$ cat src/rtl/opcode_fetch.sv
// Host command front end: assembles strobed host bytes into 16-bit opcodes,
// buffers them in a small FIFO and issues them to the core array under back-pressure.
module opcode_fetch #(
    parameter int FIFO_DEPTH = 4
) (
    input  logic        clk,
    input  logic        rst_n,
    input  logic        host_strobe,
    input  logic [7:0]  byte_in,
    input  logic        frame_sync,
    input  logic        core_busy,
    output logic [15:0] opcode,
    output logic        execute,
    output logic        fifo_full,
    output logic        overflow
);

    localparam int PW = $clog2(FIFO_DEPTH);
    localparam int CW = $clog2(FIFO_DEPTH + 1);
    localparam logic [CW-1:0] FULL_COUNT = CW'(FIFO_DEPTH);

    logic          s0, s1, s2;
    logic          byte_event;
    logic          phase;
    logic [7:0]    hi_byte;
    logic [15:0]   mem [FIFO_DEPTH];
    logic [PW-1:0] wr_ptr, rd_ptr;
    logic [CW-1:0] count, count_next;
    logic          push, pop, push_ok;

    // A full FIFO still accepts a push when the head leaves in the same cycle.
    always_comb begin
        byte_event = s1 & ~s2;
        push       = byte_event & phase & ~frame_sync;
        pop        = (count != '0) & ~core_busy;
        push_ok    = push & ((count != FULL_COUNT) | pop);
        count_next = count;
        if (push_ok && !pop) begin
            count_next = count + CW'(1);
        end else if (pop && !push_ok) begin
            count_next = count - CW'(1);
        end
    end

    always_ff @(posedge clk) begin
        if (!rst_n) begin
            s0        <= 1'b0;
            s1        <= 1'b0;
            s2        <= 1'b0;
            phase     <= 1'b0;
            hi_byte   <= '0;
            wr_ptr    <= '0;
            rd_ptr    <= '0;
            count     <= '0;
            opcode    <= '0;
            execute   <= 1'b0;
            fifo_full <= 1'b0;
            overflow  <= 1'b0;
        end else begin
            s0 <= host_strobe;
            s1 <= s0;
            s2 <= s1;

            // frame_sync has priority and swallows a coincident byte.
            if (frame_sync) begin
                phase   <= 1'b0;
                hi_byte <= '0;
            end else if (byte_event) begin
                if (!phase) begin
                    hi_byte <= byte_in;
                    phase   <= 1'b1;
                end else begin
                    phase   <= 1'b0;
                end
            end

            if (push_ok) begin
                wr_ptr <= wr_ptr + PW'(1);
            end
            if (pop) begin
                rd_ptr <= rd_ptr + PW'(1);
                opcode <= mem[rd_ptr];
            end
            execute   <= pop;
            count     <= count_next;
            fifo_full <= (count_next == FULL_COUNT);
            if (push && !push_ok) begin
                overflow <= 1'b1;
            end
        end
    end

    always_ff @(posedge clk) begin
        if (rst_n && push_ok) begin
            mem[wr_ptr] <= {hi_byte, byte_in};
        end
    end

endmodule

$ cat config.mk
export PLATFORM = sky130hd
export DESIGN_NAME = opcode_fetch
export DESIGN_NICKNAME = d
export VERILOG_FILES = /design/src/rtl/opcode_fetch.sv
export SDC_FILE = /design/constraint.sdc
export NUM_CORES = 1
export LEC_CHECK = 0
export CAP_MARGIN = 20
export CORE_ASPECT_RATIO = 1.1
export CORE_MARGIN = 2
export CORE_UTILIZATION = 51
export CTS_CLUSTER_SIZE = 28
export DETAILED_ROUTE_END_ITERATION = 6
export MAX_ROUTING_LAYER = met4
export PLACE_DENSITY = 0.74
export SLEW_MARGIN = 20
export SYNTH_ARGS = -nofsm -noshare
export SYNTH_HDL_FRONTEND = slang
export SYNTH_SLANG_ARGS = --single-unit
$ cat constraint.sdc
create_clock -name clk -period 1.8 [get_ports clk]
set_input_delay 0.18 -clock clk [delete_from_list [all_inputs] [get_ports clk]]
set_output_delay 0.18 -clock clk [all_outputs]
set_load 0.01 [all_outputs]
== After elaboration in Yosys (flattened, before gate mapping) ==
Memory sizes are Yosys's and may differ from the RTL's. A register that Yosys moved wholly into a read port is not among the register bits.
Cells that the tools add are included.

* $add $sub $neg: 4
* Multipliers: 0
* Divide/modulo/power cells: 0
* Magnitude comparators: 0
* Equal/unequal tests: 2
* Shift-type cells: 0
* Mux-type cells: 5
* Bitwise gates (word level): 11
* Reductions and logical operators: 10

{| class="wikitable"
|+ Operators by type and width
! kind !! number
|-
| two-way mux 3 bit || 2
|-
| bitwise AND 1 bit || 5
|-
| inverter 1 bit || 5
|-
| adder 2 x 1 -> 2 bit, second input constant || 2
|-
| logical AND 1 bit || 4
|-
| adder 3 x 1 -> 3 bit, second input constant || 1
|-
| equality test 3 bit, second input constant || 1
|-
| logical NOT 1 bit || 3
|-
| two-way mux 1 bit || 3
|-
| != test 3 bit, second input constant || 1
|-
| nonzero test 3 bit || 1
|-
| subtractor 3 x 1 -> 3 bit, second input constant || 1
|-
| AND reduction 2 bit || 1
|-
| OR reduction 2 bit || 1
|-
| OR 1 bit || 1
|}

* Bits in registers: 22
* Bits in latches: 0
* Bits in writable memories: 64
* Memory bits (read-only): 0
* Bits of input ports: 13
* Output and inout port bits: 19
* Memories kept: 1

{| class="wikitable"
|+ Memories
! name !! depth !! width !! rd ports !! clocked after Yosys merged registers in !! write ports !! line !! RTL
|-
| mem || 4 || 16 || 1 || 1 || 1 || 26 || <nowiki>logic [15:0] mem [FIFO_DEPTH];</nowiki>
|}

== Depth between registers and ports, before layout ==
Gate-level depths: netlist of the first run.

* Depth in word-level cells: 10
* Mapped depth: 8
* Mapped depth without buffers: 6

== Least setup slack after synthesis of the first run ==
Ideal clock, no wire load.

* Kind: flip-flop to flip-flop
* Start: register count[0]
* End: memory mem[1][0], enable pin
* Library setup time: 0.374 ns
* Data arrival time: 1.574 ns
* Setup slack: -0.148 ns
* Cell stages (with the launch flop): 5
* Path buffers: 0
* Path through: dfxtp_1 -> inv_1 -> ha_1 -> a31oi_1 -> and3_1

* Longest elaborated chain between the ends: 7

{| class="wikitable"
|+ RTL lines
! element !! line !! RTL
|-
| from (decl) || 28 || <nowiki>logic [CW-1:0] count, count_next;</nowiki>
|-
| from (signal assigned) || 85 || <nowiki>count <= count_next;</nowiki>
|-
| nonzero test 3 bit || 35 || <nowiki>pop = (count != '0) & ~core_busy;</nowiki>
|-
| bitwise AND 1 bit || 35 ||
|-
| OR 1 bit * || 36 || <nowiki>push_ok = push & ((count != FULL_COUNT) | pop);</nowiki>
|-
| bitwise AND 1 bit * || 36 ||
|-
| logical AND 1 bit * || 94 || <nowiki>if (rst_n && push_ok) begin</nowiki>
|-
| two-way mux 1 bit * || 94 ||
|-
| two-way mux 1 bit (implied by the code) * || 95 || <nowiki>mem[wr_ptr] <= {hi_byte, byte_in};</nowiki>
|-
| to (decl) || 26 ||
|}

Mark *: on every way between the ends. The rest lies on a longest branch, timed or not.

== Worst setup path in the final report of the first run ==
* Start: register count[1]
* End: register fifo_full

* Longest elaborated chain between the ends: 9

{| class="wikitable"
|+ RTL lines
! element !! line !! RTL
|-
| nonzero test 3 bit || 35 ||
|-
| bitwise AND 1 bit || 35 ||
|-
| OR 1 bit || 36 ||
|-
| bitwise AND 1 bit || 36 ||
|-
| logical NOT 1 bit || 40 || <nowiki>end else if (pop && !push_ok) begin</nowiki>
|-
| logical AND 1 bit || 40 ||
|-
| two-way mux 3 bit || 40 ||
|-
| two-way mux 3 bit * || 38 || <nowiki>if (push_ok && !pop) begin</nowiki>
|-
| equality test 3 bit * || 86 || <nowiki>fifo_full <= (count_next == FULL_COUNT);</nowiki>
|-
| to (signal assigned) || 86 ||
|-
| to (decl) || 14 || <nowiki>output logic fifo_full,</nowiki>
|}

Marked as above.
A chain may end at the register's enable or synchronous reset.

==> results of run 1 <==
## layout make-up
| type | count | area, um2 |
|---|---|---|
| inverters | 5 | 18.8 |
| well taps | 87 | 109 |
| clock buffers | 10 | 128 |
| flip-flops and latches | 102 | 2680 |
| repair buffers | 55 | 566 |
| fillers | 557 | 2660 |
| multi-input cells | 141 | 1140 |
| clock inverters | 6 | 86.3 |
## cells by family after synthesis
family	count (synthesis)	share of synthesized area
fa+ha+maj	7	0.0226
xor+xnor	4	0.00905
flops	102	0.693
simple gates	76	0.0966
compound gates	29	0.0449
buf+inv	16	0.0181
mux	25	0.116
## layer usage
metal	global-route usage	wire length [um]	up-vias
li1	-	-	1066
met3	0.0528	175	5
met5	-	0	-
met4	0.0551	72	0
met2	0.290	3320	36
met1	0.215	2890	1063
## through the flow
stage | setup WS [ns] | cell area [um2] | setup TNS [ns] | power (mW) | std cells
2_1_floorplan | 0.0231 | 3880 | 0 | 3.57 | 259
3_3_place_gp | -0.0382 | 4500 | -2.11 | 4.12 | 390
3_5_place_dp | -0.0323 | 4500 | -1.64 | 4.14 | 390
4_1_cts | 0.00322 | 4720 | 0 | 5.63 | 406
5_1_grt | -0.00985 | 4730 | -0.00985 | 5.90 | 406
6_report | 0.0832 | 4730 | 0 | 5.61 | 406
## power breakdown
group          switching (mW)  total, mW  internal (mW)
logic                   0.621       1.41          0.785
clock network           0.724       1.51          0.782
registers              0.0846       2.70           2.61
total                    1.43       5.61           4.18
## sequential cells by signal (all words and copies together), names as in the netlist
signal and flops:
opcode 16, overflow 1, phase 1, hi_byte 8, fifo_full 1, count 3
rd_ptr 2, wr_ptr 2, s1 1, execute 1, s0 1, mem 64
s2 1
## worst min-delay path by stage
stage                     end  slack [ns]  cells after the start
floorplan           mem[0][0]        0.28                      0
global placement           s1        0.42                      1
detailed placement         s1        0.44                      1
CTS                        s0        0.41                      2
global route               s0        0.40                      2
finish                     s0        0.42                      2
## synth_stat cells, drive strengths merged
master   count  area share
a41oi        1      0.0023
edfxtp      64        0.50
or4          1      0.0019
nor3b        1      0.0019
clkbuf       5      0.0048
o21ai        2      0.0026
nand4bb      1      0.0029
a211oi       1      0.0019
and3         5      0.0081
mux2i        9       0.023
or3          1      0.0016
nand2       32       0.031
dfxtp       38        0.20
nand3        2      0.0026
and2         3      0.0048
a221oi       1      0.0039
nand3b       2      0.0039
inv          5      0.0048
a21oi       19       0.025
buf          6      0.0084
ha           7       0.023
nor2        19       0.020
nor4b        1      0.0023
a31oi        2      0.0032
a21o         1      0.0019
nand2b       5      0.0081
xnor2        3      0.0068
and4bb       1      0.0032
and2b        1      0.0019
o311a        1      0.0026
xor2         1      0.0023
mux4        16       0.093
nor3         1      0.0026
o31ai        1      0.0019
## critical path, delay by kind of cell, from the launching register on
kind	cells	cell delay, ns
simple gates	2	0.62
compound gates	2	0.35
flops	1	0.34
fa+ha+maj	1	0.18
buf+inv	1	0.14
## what timing repair did
action,CTS,global route
buffers inserted,0,0
resized for setup,0,3
endpoints found under the setup margin,0,78
==> flow_summary.html, run 1 <==
<table>
<tr><th>Metric</th><th>Value</th></tr>
<tr><th colspan="2">Critical path</th></tr>
<tr><td>Critical-path cell list</td><td>inv_1 -&gt; ha_4 -&gt; nand2b_1 -&gt; a21oi_1 -&gt; or4_1 -&gt; a221oi_2</td></tr>
<tr><td>Data arrival time of the critical path</td><td>1.98 ns</td></tr>
<tr><td>R2R setup slack</td><td>0.08 ns</td></tr>
<tr><td>Required arrival time at the worst endpoint</td><td>around 2.1 ns</td></tr>
<tr><td>Endpoint of the worst setup timing path</td><td>fifo_full</td></tr>
<tr><td>Maximum fanout count along the critical path</td><td>5</td></tr>
<tr><td>Slowest stage cell, crit path</td><td>sky130_fd_sc_hd__or4_1</td></tr>
<tr><td>Worst Setup SP</td><td>count[1]</td></tr>
<tr><td>Critical path type</td><td>reg2reg</td></tr>
<tr><td>Depth of the most critical reg-to-reg path</td><td>6</td></tr>
<tr><td>Critical Path Start Type</td><td>flop</td></tr>
<tr><td>Worst setup EP type</td><td>flop</td></tr>
<tr><td>Crit Reg-Reg Startpoint</td><td>count[1]</td></tr>
<tr><td>Largest incremental delay on the critical path</td><td>0.49 ns</td></tr>
<tr><td>Destination of the worst register-to-register timing path</td><td>fifo_full</td></tr>
<tr><th colspan="2">Pwr</th></tr>
<tr><td>Pleak</td><td>between 1.5 and 2 nW</td></tr>
<tr><td>Peak supply drop</td><td>0.715 mV</td></tr>
<tr><td>Cell Pwr Density</td><td>~1200 mW/mm2</td></tr>
<tr><th colspan="2">STA</th></tr>
<tr><td>Minimum period implied by the final worst setup slack</td><td>1.72 ns</td></tr>
<tr><td>Tightest slew margin relative to the limit</td><td>0.810</td></tr>
<tr><td>Period utilization</td><td>0.954</td></tr>
<tr><td>Clock Skews</td><td>between 0.006 and 0.007 ns</td></tr>
<tr><td>Finish-stage setup viols</td><td>0</td></tr>
<tr><td>Post-Route Hold Slack</td><td>0.424 ns</td></tr>
<tr><td>Transition at the pin with the smallest max-transition slack</td><td>0.284 ns</td></tr>
<tr><td>Final Hold Fails</td><td>0</td></tr>
<tr><td>Final max-slew violation count</td><td>0</td></tr>
<tr><td>Highest clock rate</td><td>just under 0.6 GHz</td></tr>
<tr><th colspan="2">Cells and area</th></tr>
<tr><td>Layout-stage area growth over the synthesis result</td><td>22.1%</td></tr>
<tr><td>Share of cells above drive strength 1</td><td>0.204</td></tr>
<tr><td>Nets@finish</td><td>334</td></tr>
<tr><td>Leading cell type in the layout, fill and taps excluded</td><td>sky130_fd_sc_hd__edfxtp_1</td></tr>
<tr><td>Number of antenna diodes</td><td>0</td></tr>
<tr><td>Finished Core Util</td><td>0.640</td></tr>
<tr><td>Leading cell types in the layout, fill and taps excluded</td><td>sky130_fd_sc_hd__edfxtp_1 (64), sky130_fd_sc_hd__dfxtp_1 (38), sky130_fd_sc_hd__nand2_1 (32), sky130_fd_sc_hd__clkdlybuf4s50_1 (31), sky130_fd_sc_hd__a21oi_1 (19)</td></tr>
<tr><th colspan="2">Synthesis</th></tr>
<tr><td>Count of mapped cells out of synthesis</td><td>between 200 and 300</td></tr>
<tr><td>Average size of a mapped cell</td><td>15.0 um2</td></tr>
<tr><td>Cell area after synthesis</td><td>0.00387 mm2</td></tr>
<tr><td>Part of the Yosys area used for sequential elements</td><td>0.693</td></tr>
<tr><td>Yosys synthesis warning count</td><td>0</td></tr>
<tr><td>Distinct cell type count of the synthesized netlist</td><td>36</td></tr>
<tr><td>Flop and latch count out of synthesis</td><td>102</td></tr>
<tr><td>Synthesized net count</td><td>between 200 and 300</td></tr>
<tr><th colspan="2">Detailed routing</th></tr>
<tr><td>First DRT Iteration DRCs</td><td>between 100 and 150</td></tr>
<tr><td>Routed Wire Length</td><td>roughly 6400 um</td></tr>
<tr><td>Antenna-violating nets left</td><td>0</td></tr>
<tr><td>Count of vias placed by the detailed router</td><td>2,170</td></tr>
<tr><td>Number of optimization iterations in the first detailed-route pass</td><td>4</td></tr>
<tr><td>Remaining DRCs</td><td>0</td></tr>
<tr><td>Number of vias per cell after detailed routing</td><td>5.34</td></tr>
<tr><td>Post-DR wirelength/cell</td><td>around 16 um</td></tr>
<tr><th colspan="2">Floorplanning</th></tr>
<tr><td>Core Region</td><td>0.00739 mm2</td></tr>
<tr><td>Die boundary height</td><td>~95 um</td></tr>
<tr><td>Number of ports placed on the die boundary</td><td>32</td></tr>
<tr><td># rows</td><td>33</td></tr>
<tr><td>Die Outline Area</td><td>between 0.008 and 0.009 mm2</td></tr>
<tr><td>Starting utilization of the core area</td><td>0.524</td></tr>
<tr><td>Chip width</td><td>~87 um</td></tr>
<tr><th colspan="2">CTS</th></tr>
<tr><td>Clk pin slew, worst setup/hold paths</td><td>about 0.090 ns</td></tr>
<tr><td>Latest clock arrival within the worst-skew pair</td><td>~0.35 ns</td></tr>
<tr><td>Number of buffers created by CTS</td><td>9</td></tr>
<tr><td>Count of clock tree sinks</td><td>102</td></tr>
<tr><td>Max Buffers Root-to-Sink</td><td>2</td></tr>
<tr><td># hold bufs at CTS</td><td>0</td></tr>
<tr><td>Clock tree from TritonCTS</td><td>yes</td></tr>
<tr><td>Number of levels the H-tree was split into</td><td>3</td></tr>
<tr><td>Library cell used as clock root buffer</td><td>sky130_fd_sc_hd__clkbuf_8</td></tr>
<tr><th colspan="2">Global routing</th></tr>
<tr><td>Initial antenna violation count</td><td>0</td></tr>
<tr><td>Pin count of the biggest net entering global routing</td><td>26</td></tr>
<tr><td>First-pass GRT wire length</td><td>between 10,000 and 15,000 um</td></tr>
<tr><td>Overall fraction of global-route tracks in use</td><td>0.178</td></tr>
<tr><td>Total congestion overflow</td><td>0</td></tr>
<tr><td>Via count of the first global-routing pass</td><td>between 2,000 and 2,500</td></tr>
<tr><th colspan="2">Status</th></tr>
<tr><td>Run status</td><td>finished clean</td></tr>
<tr><th colspan="2">Hold path</th></tr>
<tr><td>Kind of path behind the tightest hold check</td><td>in2reg</td></tr>
<tr><td>Worst min-delay path startpoint</td><td>host_strobe</td></tr>
<tr><th colspan="2">Job</th></tr>
<tr><td>Max-cap viol count</td><td>0</td></tr>
<tr><th colspan="2">Placement</th></tr>
<tr><td>RePlAce Congestion</td><td>roughly 0.79</td></tr>
<tr><td>Post-detail-place hpwl</td><td>~4300 um</td></tr>
<tr><td>Number of input and output port buffers inserted</td><td>31</td></tr>
</table>
(Power assumes the default switching activity.)
==> inputs of run 2 (changes only) <==
--- a/config.mk
+++ b/config.mk
@@ -5,7 +5,8 @@
 export SDC_FILE = /design/constraint.sdc
 export NUM_CORES = 1
 export LEC_CHECK = 0
-export CAP_MARGIN = 20
+export ABC_AREA = 1
+export CAP_MARGIN = 5
 export CORE_ASPECT_RATIO = 1.1
 export CORE_MARGIN = 2
 export CORE_UTILIZATION = 51
@@ -13,7 +14,6 @@
 export DETAILED_ROUTE_END_ITERATION = 6
 export MAX_ROUTING_LAYER = met4
 export PLACE_DENSITY = 0.74
-export SLEW_MARGIN = 20
 export SYNTH_ARGS = -nofsm -noshare
 export SYNTH_HDL_FRONTEND = slang
 export SYNTH_SLANG_ARGS = --single-unit
==> run 2 against run 1 <==
Via count grew 22%. Worst setup slack gained 0.022 ns. Non-clock buffer count fell by 11. Register-to-register slack improved by 0.02 ns. Global-route usage is 1.5 points higher. Utilization decreased by 1.5 points. Synthesized cell count is 42% higher. Critical path depth unchanged. Critical path type unchanged. Largest power group unchanged.
==> flow_summary.html, run 2 <==
<table>
<tr><th>Metric</th><th>Value</th></tr>
<tr><th colspan="2">Synthesis</th></tr>
<tr><td>Number of enable flip-flop cells after synthesis</td><td>64</td></tr>
<tr><td>Most area-consuming cells after synthesis</td><td>sky130_fd_sc_hd__edfxtp_1 (49%), sky130_fd_sc_hd__dfxtp_1 (19%), sky130_fd_sc_hd__nor2_1 (8.7%)</td></tr>
<tr><td>Proportion of synthesized flip-flops having asynchronous set or reset</td><td>0</td></tr>
<tr><td>Post-synth top cells</td><td>sky130_fd_sc_hd__nor2_1 (92), sky130_fd_sc_hd__edfxtp_1 (64), sky130_fd_sc_hd__o21ai_0 (49), sky130_fd_sc_hd__dfxtp_1 (38), sky130_fd_sc_hd__inv_1 (34)</td></tr>
<tr><td>Count of mapped cells out of synthesis</td><td>369</td></tr>
<tr><td>Flop and latch count out of synthesis</td><td>between 100 and 150</td></tr>
<tr><td>Cell taking the most area after synthesis</td><td>sky130_fd_sc_hd__edfxtp_1</td></tr>
<tr><td>Main synth FF type</td><td>sky130_fd_sc_hd__edfxtp_1</td></tr>
<tr><td>Distinct cell type count of the synthesized netlist</td><td>25</td></tr>
<tr><td>Part of the Yosys area used for sequential elements</td><td>0.680</td></tr>
<tr><td>Synthesized net count</td><td>around 400</td></tr>
<tr><td>Cell area after synthesis</td><td>slightly below 0.004 mm2</td></tr>
<tr><td>Average size of a mapped cell</td><td>10.7 um2</td></tr>
<tr><td>Share of Yosys cell area claimed by the top area cell type</td><td>0.487</td></tr>
<tr><td>Yosys synthesis warning count</td><td>0</td></tr>
<tr><td>Most common cell in the netlist</td><td>sky130_fd_sc_hd__nor2_1</td></tr>
<tr><th colspan="2">Cells and area</th></tr>
<tr><td>Leading cell types in the layout, fill and taps excluded</td><td>sky130_fd_sc_hd__nor2_1 (92), sky130_fd_sc_hd__edfxtp_1 (64), sky130_fd_sc_hd__o21ai_0 (49), sky130_fd_sc_hd__dfxtp_1 (38), sky130_fd_sc_hd__inv_1 (34)</td></tr>
<tr><td>Number of antenna diodes</td><td>0</td></tr>
<tr><td>Most flop-heavy register</td><td>mem</td></tr>
<tr><td>Finished Core Util</td><td>0.624</td></tr>
<tr><td>Storage cell area</td><td>0.00268 mm2</td></tr>
<tr><td>Final-layout fill cell count</td><td>about 570</td></tr>
<tr><td>Number of flip-flops in the largest register</td><td>64</td></tr>
<tr><td>Nets@finish</td><td>430</td></tr>
<tr><td>Leading cell type in the layout, fill and taps excluded</td><td>sky130_fd_sc_hd__nor2_1</td></tr>
<tr><td>Largest registers</td><td>mem x64, opcode x16, hi_byte x8</td></tr>
<tr><td>Layout-stage area growth over the synthesis result</td><td>18.2%</td></tr>
<tr><td>Share of cells above drive strength 1</td><td>0.0964</td></tr>
<tr><td>Area of the multi-input gates</td><td>0.00105 mm2</td></tr>
<tr><th colspan="2">Placement</th></tr>
<tr><td>Number of input and output port buffers inserted</td><td>31</td></tr>
<tr><td>RePlAce Congestion</td><td>roughly 0.8</td></tr>
<tr><td>Post-detail-place hpwl</td><td>between 4000 and 5000 um</td></tr>
<tr><th colspan="2">CTS</th></tr>
<tr><td>Buffer count from post-CTS setup fixing</td><td>0</td></tr>
<tr><td>Library cell used as clock root buffer</td><td>sky130_fd_sc_hd__clkbuf_8</td></tr>
<tr><td># hold bufs at CTS</td><td>0</td></tr>
<tr><td>Clock tree from TritonCTS</td><td>yes</td></tr>
<tr><td>Max Buffers Root-to-Sink</td><td>2</td></tr>
<tr><td>Number of levels the H-tree was split into</td><td>3</td></tr>
<tr><td>Count of clock tree sinks</td><td>around 100</td></tr>
<tr><td>Latest clock arrival within the worst-skew pair</td><td>roughly 0.36 ns</td></tr>
<tr><td>Number of buffers created by CTS</td><td>9</td></tr>
<tr><td>Clk pin slew, worst setup/hold paths</td><td>0.10 ns</td></tr>
<tr><td>Gates resized, CTS repair</td><td>0</td></tr>
<tr><th colspan="2">Detailed routing</th></tr>
<tr><td>Number of vias per cell after detailed routing</td><td>5.08</td></tr>
<tr><td>Number of optimization iterations in the first detailed-route pass</td><td>4</td></tr>
<tr><td>Count of vias placed by the detailed router</td><td>~2,600</td></tr>
<tr><td>Post-DR wirelength/cell</td><td>between 10 and 15 um</td></tr>
<tr><td>Routed Wire Length</td><td>around 7300 um</td></tr>
<tr><td>Remaining DRCs</td><td>0</td></tr>
<tr><td>Antenna-violating nets left</td><td>0</td></tr>
<tr><td>First DRT Iteration DRCs</td><td>roughly 280</td></tr>
<tr><th colspan="2">Critical path</th></tr>
<tr><td>Largest incremental delay on the critical path</td><td>about 0.37 ns</td></tr>
<tr><td>Required arrival time at the worst endpoint</td><td>around 1.9 ns</td></tr>
<tr><td>Library cell appearing most often on the critical path</td><td>sky130_fd_sc_hd__nand3_1</td></tr>
<tr><td>Critical Path Start Type</td><td>flop</td></tr>
<tr><td>Data arrival time of the critical path</td><td>around 1.8 ns</td></tr>
<tr><td>Slowest stage cell, crit path</td><td>sky130_fd_sc_hd__dfxtp_1</td></tr>
<tr><td>Worst setup EP type</td><td>flop</td></tr>
<tr><td>Critical path type</td><td>reg2reg</td></tr>
<tr><td>Critical-path cell list</td><td>inv_1 -&gt; ha_1 -&gt; nand3_1 -&gt; nand3_1 -&gt; nor2_1 -&gt; buf_12</td></tr>
<tr><td>Maximum fanout count along the critical path</td><td>16</td></tr>
<tr><th colspan="2">Floorplanning</th></tr>
<tr><td>Chip width</td><td>87.9 um</td></tr>
<tr><td>Die boundary height</td><td>a little under 100 um</td></tr>
<tr><td>Starting utilization of the core area</td><td>0.528</td></tr>
<tr><td>Die Outline Area</td><td>approximately 0.0085 mm2</td></tr>
<tr><td># rows</td><td>33</td></tr>
<tr><td>Core Region</td><td>roughly 0.0075 mm2</td></tr>
<tr><td>Number of ports placed on the die boundary</td><td>32</td></tr>
<tr><th colspan="2">Job</th></tr>
<tr><td>Max-cap viol count</td><td>0</td></tr>
<tr><th colspan="2">STA</th></tr>
<tr><td>Final max-slew violation count</td><td>0</td></tr>
<tr><td>Setup repair after global routing missed its margin</td><td>no</td></tr>
<tr><td>Fin Setup TNS</td><td>0 ns</td></tr>
<tr><td>Clock Skews</td><td>between 0.015 and 0.02 ns</td></tr>
<tr><td>Transition at the pin with the smallest max-transition slack</td><td>around 0.53 ns</td></tr>
<tr><td>Tightest slew margin relative to the limit</td><td>0.645</td></tr>
<tr><td>Finish-stage setup viols</td><td>0</td></tr>
<tr><td>Minimum period implied by the final worst setup slack</td><td>approximately 1.7 ns</td></tr>
<tr><td>Period utilization</td><td>0.942</td></tr>
<tr><td>Final Hold Fails</td><td>0</td></tr>
<tr><td>Highest clock rate</td><td>approximately 0.6 GHz</td></tr>
<tr><th colspan="2">Global routing</th></tr>
<tr><td>Pin count of the biggest net entering global routing</td><td>36</td></tr>
<tr><td>Initial antenna violation count</td><td>0</td></tr>
<tr><td>Total congestion overflow</td><td>0</td></tr>
<tr><td>First-pass GRT wire length</td><td>11,600 um</td></tr>
<tr><td>Overall fraction of global-route tracks in use</td><td>0.193</td></tr>
<tr><td>Via count of the first global-routing pass</td><td>2,409</td></tr>
<tr><th colspan="2">Pwr</th></tr>
<tr><td>Pleak</td><td>1.83 nW</td></tr>
<tr><td>Cell Pwr Density</td><td>about 1300 mW/mm2</td></tr>
<tr><td>Total Power</td><td>~6.0 mW</td></tr>
<tr><td>Peak supply drop</td><td>about 0.55 mV</td></tr>
<tr><th colspan="2">Hold path</th></tr>
<tr><td>Kind of path behind the tightest hold check</td><td>in2reg</td></tr>
<tr><th colspan="2">Status</th></tr>
<tr><td>Run status</td><td>finished clean</td></tr>
</table>
==> run 2: cell types whose count changed after synthesis, sizes merged, moves of 7 or more <==
cell   previous run  this run
nand2            32        20
a21oi            19         4
nand3             2         9
nor2             19        95
o22ai             0        16
mux2i             9         0
mux4             16         0
inv               5        37
o21ai             2        60
==> run 2: final cells by class <==
type / count / area share
clock inverter: 6 / 0.0150
sequential: 102 / 0.575
clock buffer: 10 / 0.0274
timing repair buffer: 44 / 0.0981
tap: 105 / 0.0282
multi-input combinational: 215 / 0.225
inverter: 38 / 0.0316
==> run 2: per-stage QoR <==
| stage | setup WS [ns] | instances | hold slack, ns | cell area [um2] |
|---|---|---|---|---|
| 4_1_cts | 0.128 | 520 | 0.364 | 4670 |
| 2_1_floorplan | -0.205 | 369 | 0.278 | 3950 |
| 6_report | 0.105 | 520 | 0.379 | 4670 |
| 5_1_grt | 0.0116 | 520 | 0.361 | 4670 |
| 3_5_place_dp | 0.0485 | 504 | 0.427 | 4470 |
| 3_3_place_gp | 0.0889 | 504 | 0.423 | 4470 |
==> run 2: logic make-up (layout without fill, tap and decap cells) <==
kind of cell / Yosys count / count (layout) / share of synthesized area
compound gates: 81 / 81 / 0.108
xor+xnor: 2 / 2 / 0.00444
fa+ha+maj: 7 / 7 / 0.0222
buf+inv: 52 / 98 / 0.0548
flops: 102 / 102 / 0.680
simple gates: 125 / 125 / 0.131
==> run 2: worst paths after layout <==
kind | startpoint | end | slack, ns | cells after the start
max reg2reg | count[0] | mem[1][9] | 0.11 | 6
min | host_strobe | s0 | 0.38 | 3
max | count[0] | mem[1][9] | 0.11 | 6
min reg2reg | s0 | s1 | 0.44 | 2
==> run 2: worst max-delay path, delay by kind of cell (launching register included) <==
family        cells  cell delay (ns)
simple gates      3             0.53
flops             1             0.37
buf+inv           2             0.28
fa+ha+maj         1             0.22
==> run 2: layer usage <==
metal	up-vias	share of wire	GRT usage
met2	76	0.48	0.293
met3	9	0.048	0.0463
li1	1324	-	-
met5	-	0	-
met1	1231	0.46	0.250
met4	0	0.017	0.0821
==> run 2: where the power goes <==
group	internal, mW	switching, mW	leakage [nW]
Sequential	2.69	0.133	0.896
Combinational	0.761	1.02	0.832
Clock	0.657	0.770	0.0978
==> inputs of run 3 (changes only) <==
==> config.mk (replaced) <==
export PLATFORM = sky130hd
export DESIGN_NAME = opcode_fetch
export DESIGN_NICKNAME = d
export VERILOG_FILES = /design/src/rtl/opcode_fetch.sv
export SDC_FILE = /design/constraint.sdc
export NUM_CORES = 1
export LEC_CHECK = 0
export CAP_MARGIN = 5
export CORE_ASPECT_RATIO = 1.1
export CORE_MARGIN = 4
export CORE_UTILIZATION = 55
export CTS_CLUSTER_SIZE = 28
export DETAILED_ROUTE_END_ITERATION = 6
export DONT_BUFFER_PORTS = 1
export MAX_ROUTING_LAYER = met4
export PLACE_DENSITY = 0.73
export SYNTH_ARGS = -nofsm -noshare
export SYNTH_HDL_FRONTEND = slang
export SYNTH_SLANG_ARGS = --single-unit
==> run 3 against run 2 <==
Clock power up 11%. Sequential cell count unchanged. Cell area down 4.2%. Critical endpoint is now fifo_full. Wire length down 6.8%. Largest cell class unchanged. Clock-buffer cell count down 1. Register-to-register slack about the same.
==> flow_summary.html, run 3 (synthesis gave the netlist of run 1 again) <==
<table>
<tr><th>Metric</th><th>Value</th></tr>
<tr><th colspan="2">Global routing</th></tr>
<tr><td>Via count of the first global-routing pass</td><td>around 2,100</td></tr>
<tr><td>First-pass GRT wire length</td><td>10,900 um</td></tr>
<tr><td>Initial antenna violation count</td><td>0</td></tr>
<tr><td>Pin count of the biggest net entering global routing</td><td>19</td></tr>
<tr><td>Overall fraction of global-route tracks in use</td><td>0.184</td></tr>
<tr><td>Total congestion overflow</td><td>0</td></tr>
<tr><th colspan="2">Placement</th></tr>
<tr><td>Place WS</td><td>roughly 0.034 ns</td></tr>
<tr><td>Total placed instance area</td><td>0.00413 mm2</td></tr>
<tr><td>RePlAce Congestion</td><td>slightly above 0.8</td></tr>
<tr><td>Number of input and output port buffers inserted</td><td>0</td></tr>
<tr><td>Post-detail-place hpwl</td><td>around 4200 um</td></tr>
<tr><th colspan="2">Hold path</th></tr>
<tr><td>Worst min-delay path endpoint</td><td>overflow</td></tr>
<tr><td>Kind of path behind the tightest hold check</td><td>in2reg</td></tr>
<tr><td>Cell depth of the worst hold path</td><td>2</td></tr>
<tr><td>Worst min-delay path startpoint</td><td>core_busy</td></tr>
<tr><th colspan="2">Job</th></tr>
<tr><td>Max-cap viol count</td><td>0</td></tr>
<tr><th colspan="2">Floorplanning</th></tr>
<tr><td>Die boundary height</td><td>96.0 um</td></tr>
<tr><td>Core Region</td><td>0.00671 mm2</td></tr>
<tr><td># rows</td><td>31</td></tr>
<tr><td>Starting utilization of the core area</td><td>0.577</td></tr>
<tr><td>Die Outline Area</td><td>roughly 0.0085 mm2</td></tr>
<tr><td>Number of ports placed on the die boundary</td><td>32</td></tr>
<tr><td>Chip width</td><td>between 80 and 90 um</td></tr>
<tr><th colspan="2">CTS</th></tr>
<tr><td>Library cell used as clock root buffer</td><td>sky130_fd_sc_hd__clkbuf_8</td></tr>
<tr><td>Buffer count from post-CTS setup fixing</td><td>0</td></tr>
<tr><td>Number of buffers created by CTS</td><td>9</td></tr>
<tr><td>Max Buffers Root-to-Sink</td><td>2</td></tr>
<tr><td>Count of clock tree sinks</td><td>~100</td></tr>
<tr><td>Number of levels the H-tree was split into</td><td>3</td></tr>
<tr><td>Clk pin slew, worst setup/hold paths</td><td>about 0.1 ns</td></tr>
<tr><td>Latest clock arrival within the worst-skew pair</td><td>approximately 0.36 ns</td></tr>
<tr><td>Clock tree from TritonCTS</td><td>yes</td></tr>
<tr><th colspan="2">STA</th></tr>
<tr><td>Minimum period implied by the final worst setup slack</td><td>~1.7 ns</td></tr>
<tr><td>Post-Route Hold Slack</td><td>approximately 0.011 ns</td></tr>
<tr><td>Transition at the pin with the smallest max-transition slack</td><td>between 0.5 and 0.6 ns</td></tr>
<tr><td>Final setup slack of the worst path</td><td>around 0.096 ns</td></tr>
<tr><td>Period utilization</td><td>0.947</td></tr>
<tr><td>Clock Skews</td><td>between 0.008 and 0.009 ns</td></tr>
<tr><td>Final Hold Fails</td><td>0</td></tr>
<tr><td>Tightest slew margin relative to the limit</td><td>0.655</td></tr>
<tr><td>Highest clock rate</td><td>around 0.59 GHz</td></tr>
<tr><td>Finish-stage setup viols</td><td>0</td></tr>
<tr><td>Final max-slew violation count</td><td>0</td></tr>
<tr><th colspan="2">Critical path</th></tr>
<tr><td>R2R setup slack</td><td>approximately 0.096 ns</td></tr>
<tr><td>Crit Reg-Reg Startpoint</td><td>count[1]</td></tr>
<tr><td>Destination of the worst register-to-register timing path</td><td>fifo_full</td></tr>
<tr><td>Maximum fanout count along the critical path</td><td>7</td></tr>
<tr><td>Data arrival time of the critical path</td><td>between 1.5 and 2 ns</td></tr>
<tr><td>Slowest stage cell, crit path</td><td>sky130_fd_sc_hd__or4_1</td></tr>
<tr><td>Worst setup EP type</td><td>flop</td></tr>
<tr><td>Worst path buffer plus inverter count</td><td>1</td></tr>
<tr><td>Critical path type</td><td>reg2reg</td></tr>
<tr><td>Required arrival time at the worst endpoint</td><td>roughly 2.1 ns</td></tr>
<tr><td>Largest incremental delay on the critical path</td><td>~0.5 ns</td></tr>
<tr><td>Crit-path leading delay family</td><td>simple AND/OR/NAND/NOR gates</td></tr>
<tr><td>Critical Path Start Type</td><td>flop</td></tr>
<tr><td>Depth of the most critical reg-to-reg path</td><td>6</td></tr>
<tr><td>Critical-path cell list</td><td>inv_1 -&gt; ha_4 -&gt; nand2b_1 -&gt; a21oi_1 -&gt; or4_1 -&gt; a221oi_2</td></tr>
<tr><th colspan="2">Detailed routing</th></tr>
<tr><td>Remaining DRCs</td><td>0</td></tr>
<tr><td>Number of optimization iterations in the first detailed-route pass</td><td>6</td></tr>
<tr><td>Number of vias per cell after detailed routing</td><td>roughly 5.7</td></tr>
<tr><td>Count of vias placed by the detailed router</td><td>2,114</td></tr>
<tr><td>First DRT Iteration DRCs</td><td>around 120</td></tr>
<tr><td>Routed Wire Length</td><td>between 6000 and 7000 um</td></tr>
<tr><td>Post-DR wirelength/cell</td><td>18.3 um</td></tr>
<tr><td>Antenna-violating nets left</td><td>0</td></tr>
<tr><th colspan="2">Cells and area</th></tr>
<tr><td>Leading cell type in the layout, fill and taps excluded</td><td>sky130_fd_sc_hd__edfxtp_1</td></tr>
<tr><td>Finished Core Util</td><td>0.666</td></tr>
<tr><td>Layout-stage area growth over the synthesis result</td><td>15.4%</td></tr>
<tr><td>Number of antenna diodes</td><td>0</td></tr>
<tr><td>Nets@finish</td><td>approximately 310</td></tr>
<tr><td>Most flop-heavy register</td><td>mem</td></tr>
<tr><td>Final-layout fill cell count</td><td>roughly 480</td></tr>
<tr><td>Share of cells above drive strength 1</td><td>0.203</td></tr>
<tr><td>Number of flip-flops in the largest register</td><td>64</td></tr>
<tr><td>Largest registers</td><td>mem x64, opcode x16, hi_byte x8</td></tr>
<tr><td>Leading cell types in the layout, fill and taps excluded</td><td>sky130_fd_sc_hd__edfxtp_1 (64), sky130_fd_sc_hd__dfxtp_1 (38), sky130_fd_sc_hd__nand2_1 (32), sky130_fd_sc_hd__a21oi_1 (19), sky130_fd_sc_hd__nor2_1 (17)</td></tr>
<tr><td>Cell area after layout</td><td>0.00447 mm2</td></tr>
<tr><th colspan="2">Pwr</th></tr>
<tr><td>Peak supply drop</td><td>between 1 and 1.5 mV</td></tr>
<tr><td>Pleak</td><td>around 1.5 nW</td></tr>
<tr><td>Total Power</td><td>around 5.5 mW</td></tr>
<tr><td>Cell Pwr Density</td><td>around 1200 mW/mm2</td></tr>
<tr><th colspan="2">Status</th></tr>
<tr><td>Run status</td><td>finished clean</td></tr>
</table>
[run 3: cell types whose count changed in the layout (fill, tap and decap cells not counted), sizes merged, moves of 5 or more]
cell,delta
dlygate4sd3,+10
nand2b,+5
clkdlybuf4s50,-31
and3,+5
nor2,-76
o22ai,-16
mux4,+16
nand2,+12
nand3,-7
o21ai,-58
inv,-32
a21oi,+15
mux2i,+9
[run 3: where the power goes]
group / internal (mW) / switching [mW] / leakage, nW
clock network: 0.800 / 0.795 / 0.111
registers: 2.61 / 0.150 / 0.893
logic: 0.574 / 0.539 / 0.492
[run 3: worst max path at each step]
stage                     startpoint    endpoint  slack, ns  cells after the start
after global routing        count[1]   fifo_full     -0.003                      6
final                       count[1]   fifo_full        0.1                      6
after detailed placement    count[1]  mem[3][12]       0.03                      5
after floorplan             count[0]   mem[0][0]       0.02                      4
after CTS                   count[1]   mem[0][4]       0.01                      5
after global placement      count[1]   mem[0][8]       0.05                      5
[run 3: worst register-to-register path, stage by stage (launching register included)]
cell,delay (ns)
sky130_fd_sc_hd__dfxtp_1,0.39
sky130_fd_sc_hd__inv_1,0.11
sky130_fd_sc_hd__ha_4,0.20
sky130_fd_sc_hd__nand2b_1,0.11
sky130_fd_sc_hd__a21oi_1,0.09
sky130_fd_sc_hd__or4_1,0.49
sky130_fd_sc_hd__a221oi_2,0.24
[run 3: metrics by stage]
step                setup TNS [ns]  std cells
finish                           0        372
global route              -0.00286        372
CTS                              0        372
detailed placement               0        346
global placement                 0        346
floorplan                        0        259
[run 3: repair_timing]
item / CTS / global route
resized for setup: 0 / 3
hold endpoints to repair: 44 / 0
hold buffers: 10 / 0
endpoints found under the setup margin: 0 / 66
[run 3: per-layer routing]
metal,wire [um],up-vias,GRT usage
li1,-,1009,-
met1,2900,1043,0.233
met2,3490,48,0.293
met3,292,14,0.0351
met4,125,0,0.0768
met5,0,-,-
[run 3: final cells by class]
| cell class | count | area (um2) | area share |
|---|---|---|---|
| Clock buffer | 9 | 124 | 0.0277 |
| Clock inverter | 7 | 103 | 0.0229 |
| Inverter | 5 | 18.8 | 0.00420 |
| Multi-Input combinational cell | 141 | 1140 | 0.256 |
| Sequential cell | 102 | 2680 | 0.600 |
| Tap cell | 82 | 103 | 0.0229 |
| Timing Repair Buffer | 26 | 295 | 0.0661 |
==> edit (settings of run 1) <==
Make the reset (`rst_n`) asynchronous in one clocked block.
--- a/src/rtl/opcode_fetch.sv
+++ b/src/rtl/opcode_fetch.sv
@@ -44,3 +44,3 @@
 
-    always_ff @(posedge clk) begin
+    always_ff @(posedge clk or negedge rst_n) begin
         if (!rst_n) begin
Behaviour: differs if rst_n is asserted again (counterexample within 10 cycles, from zero or initial values and one cycle with rst_n low); with rst_n held inactive, the same outputs for 10 cycles.
==> edit against run 1 <==
Design area grew 2.8%; sequential share of layout area grew 2.4 points; via count shrank 8.5%; sequential cell count is the same; fmax shrank 3.9%; utilization grew 1.0 points; first-iteration DRC count shrank 7.5%; worst setup slack lost 0.069 ns; power grew 18%; wire length grew 1.9%; area after synthesis grew 2.1%; largest cell class unchanged; largest power group unchanged; highest routed layer unchanged.
==> edit: results (changes against run 1) <==
- The count of distinct cell types in the synthesized netlist is 33 (was 36).
- The worst relative slew slack was 76.6% (was 81.0%).
- The cell with the largest stage delay on the worst path is sky130_fd_sc_hd__dfrtp_1 (was sky130_fd_sc_hd__or4_1).
- Area contributors post-synth: sky130_fd_sc_hd__edfxtp_1 (49%), sky130_fd_sc_hd__dfrtp_1 (24%), sky130_fd_sc_hd__mux4_2 (9.1%), sky130_fd_sc_hd__mux2_2 (4.6%), sky130_fd_sc_hd__ha_1 (2.2%) (was sky130_fd_sc_hd__edfxtp_1 (50%), sky130_fd_sc_hd__dfxtp_1 (20%), sky130_fd_sc_hd__mux4_2 (9.3%), sky130_fd_sc_hd__nand2_1 (3.1%), sky130_fd_sc_hd__a21oi_1 (2.5%)).
- Outcome: finished clean (unchanged).
- The share of cells above drive strength 1 came to 32.6% (was 20.4%).
- The wire length reported by the detailed router is 6570 um (was 6450 um).
- The global routing usage on met1 came to 21.9% (was 21.5%).
- The number of sequential cells is 102 (unchanged).
- The portion of total power attributed to combinational logic is 32.0% (was 25.1%).
- The net load switching power is 1.76 mW (was 1.43 mW).
- The met3 global-route usage was 5.49% (was 5.28%).
- The share of the final layout cell area in multi-input gates is 21.3% (was 24.1%).
- The reg-to-reg critical path startpoint is count[1]$_DFF_PN0_ (was count[1]$_SDFF_PN0_).
- The count of mapped cells out of synthesis is 209 (was 259).
- The number of cells in the design after placement is 363 (was 390).
- The via count of the first global-routing pass is 2,032 (was 2,079).
- The worst setup path endpoint is fifo_full$_DFF_PN0_ (was fifo_full$_SDFF_PN0_).
- The wire length of the first global-routing pass came to 10,400 um (about the same).
- The worst hold margin is 0.262 ns (was 0.424 ns).
- The area fraction of clock buffers and clock inverters is 4.40% (was 4.53%).
- The data arrival time of the critical path is 2.07 ns (was 1.98 ns).
- The hold buffer count at CTS is 1 (was 0).
- The number of filler instances in the final layout was 523 (was 557).
- The mean routed wirelength per cell is 17.3 um (was 15.9 um).
- The global routing usage on met2 came to 29.2% (was 29.0%).
- The routed length on met3 was 297 um (was 175 um).
- The final weighted congestion of routability-driven global placement is 0.823 (was 0.794).
[edit: logic make-up (layout without fill, tap and decap cells)]
| logic type | after synthesis | after routing | synth area share, % |
|---|---|---|---|
| compound gates | 9 | 9 | 1.74 |
| xor+xnor | 5 | 5 | 1.11 |
| fa+ha+maj | 8 | 8 | 2.50 |
| buf+inv | 14 | 81 | 1.74 |
| flops | 102 | 102 | 72.6 |
| mux | 40 | 40 | 15.7 |
| simple gates | 31 | 31 | 4.59 |
[edit: per-stage QoR]
step | instance area, sq um | total power [mW] | setup slack (ns)
final | 4860 | 6.60 | 0.0141
after global routing | 4860 | 6.96 | -0.0572
after CTS | 4840 | 6.62 | 0.0159
after detailed placement | 4610 | 5.10 | -0.133
after global placement | 4610 | 5.06 | -0.0634
after floorplan | 3970 | 4.26 | -0.0542
[edit: worst reg2reg max path, delay by kind of cell (launching register included)]
kind,cells,cell delay [ns]
adders and majority gates,2,0.44
DFF,1,0.40
and+or+nand+nor,3,0.40
AOI/OAI and AO/OA,1,0.38
buffers and inverters,1,0.09
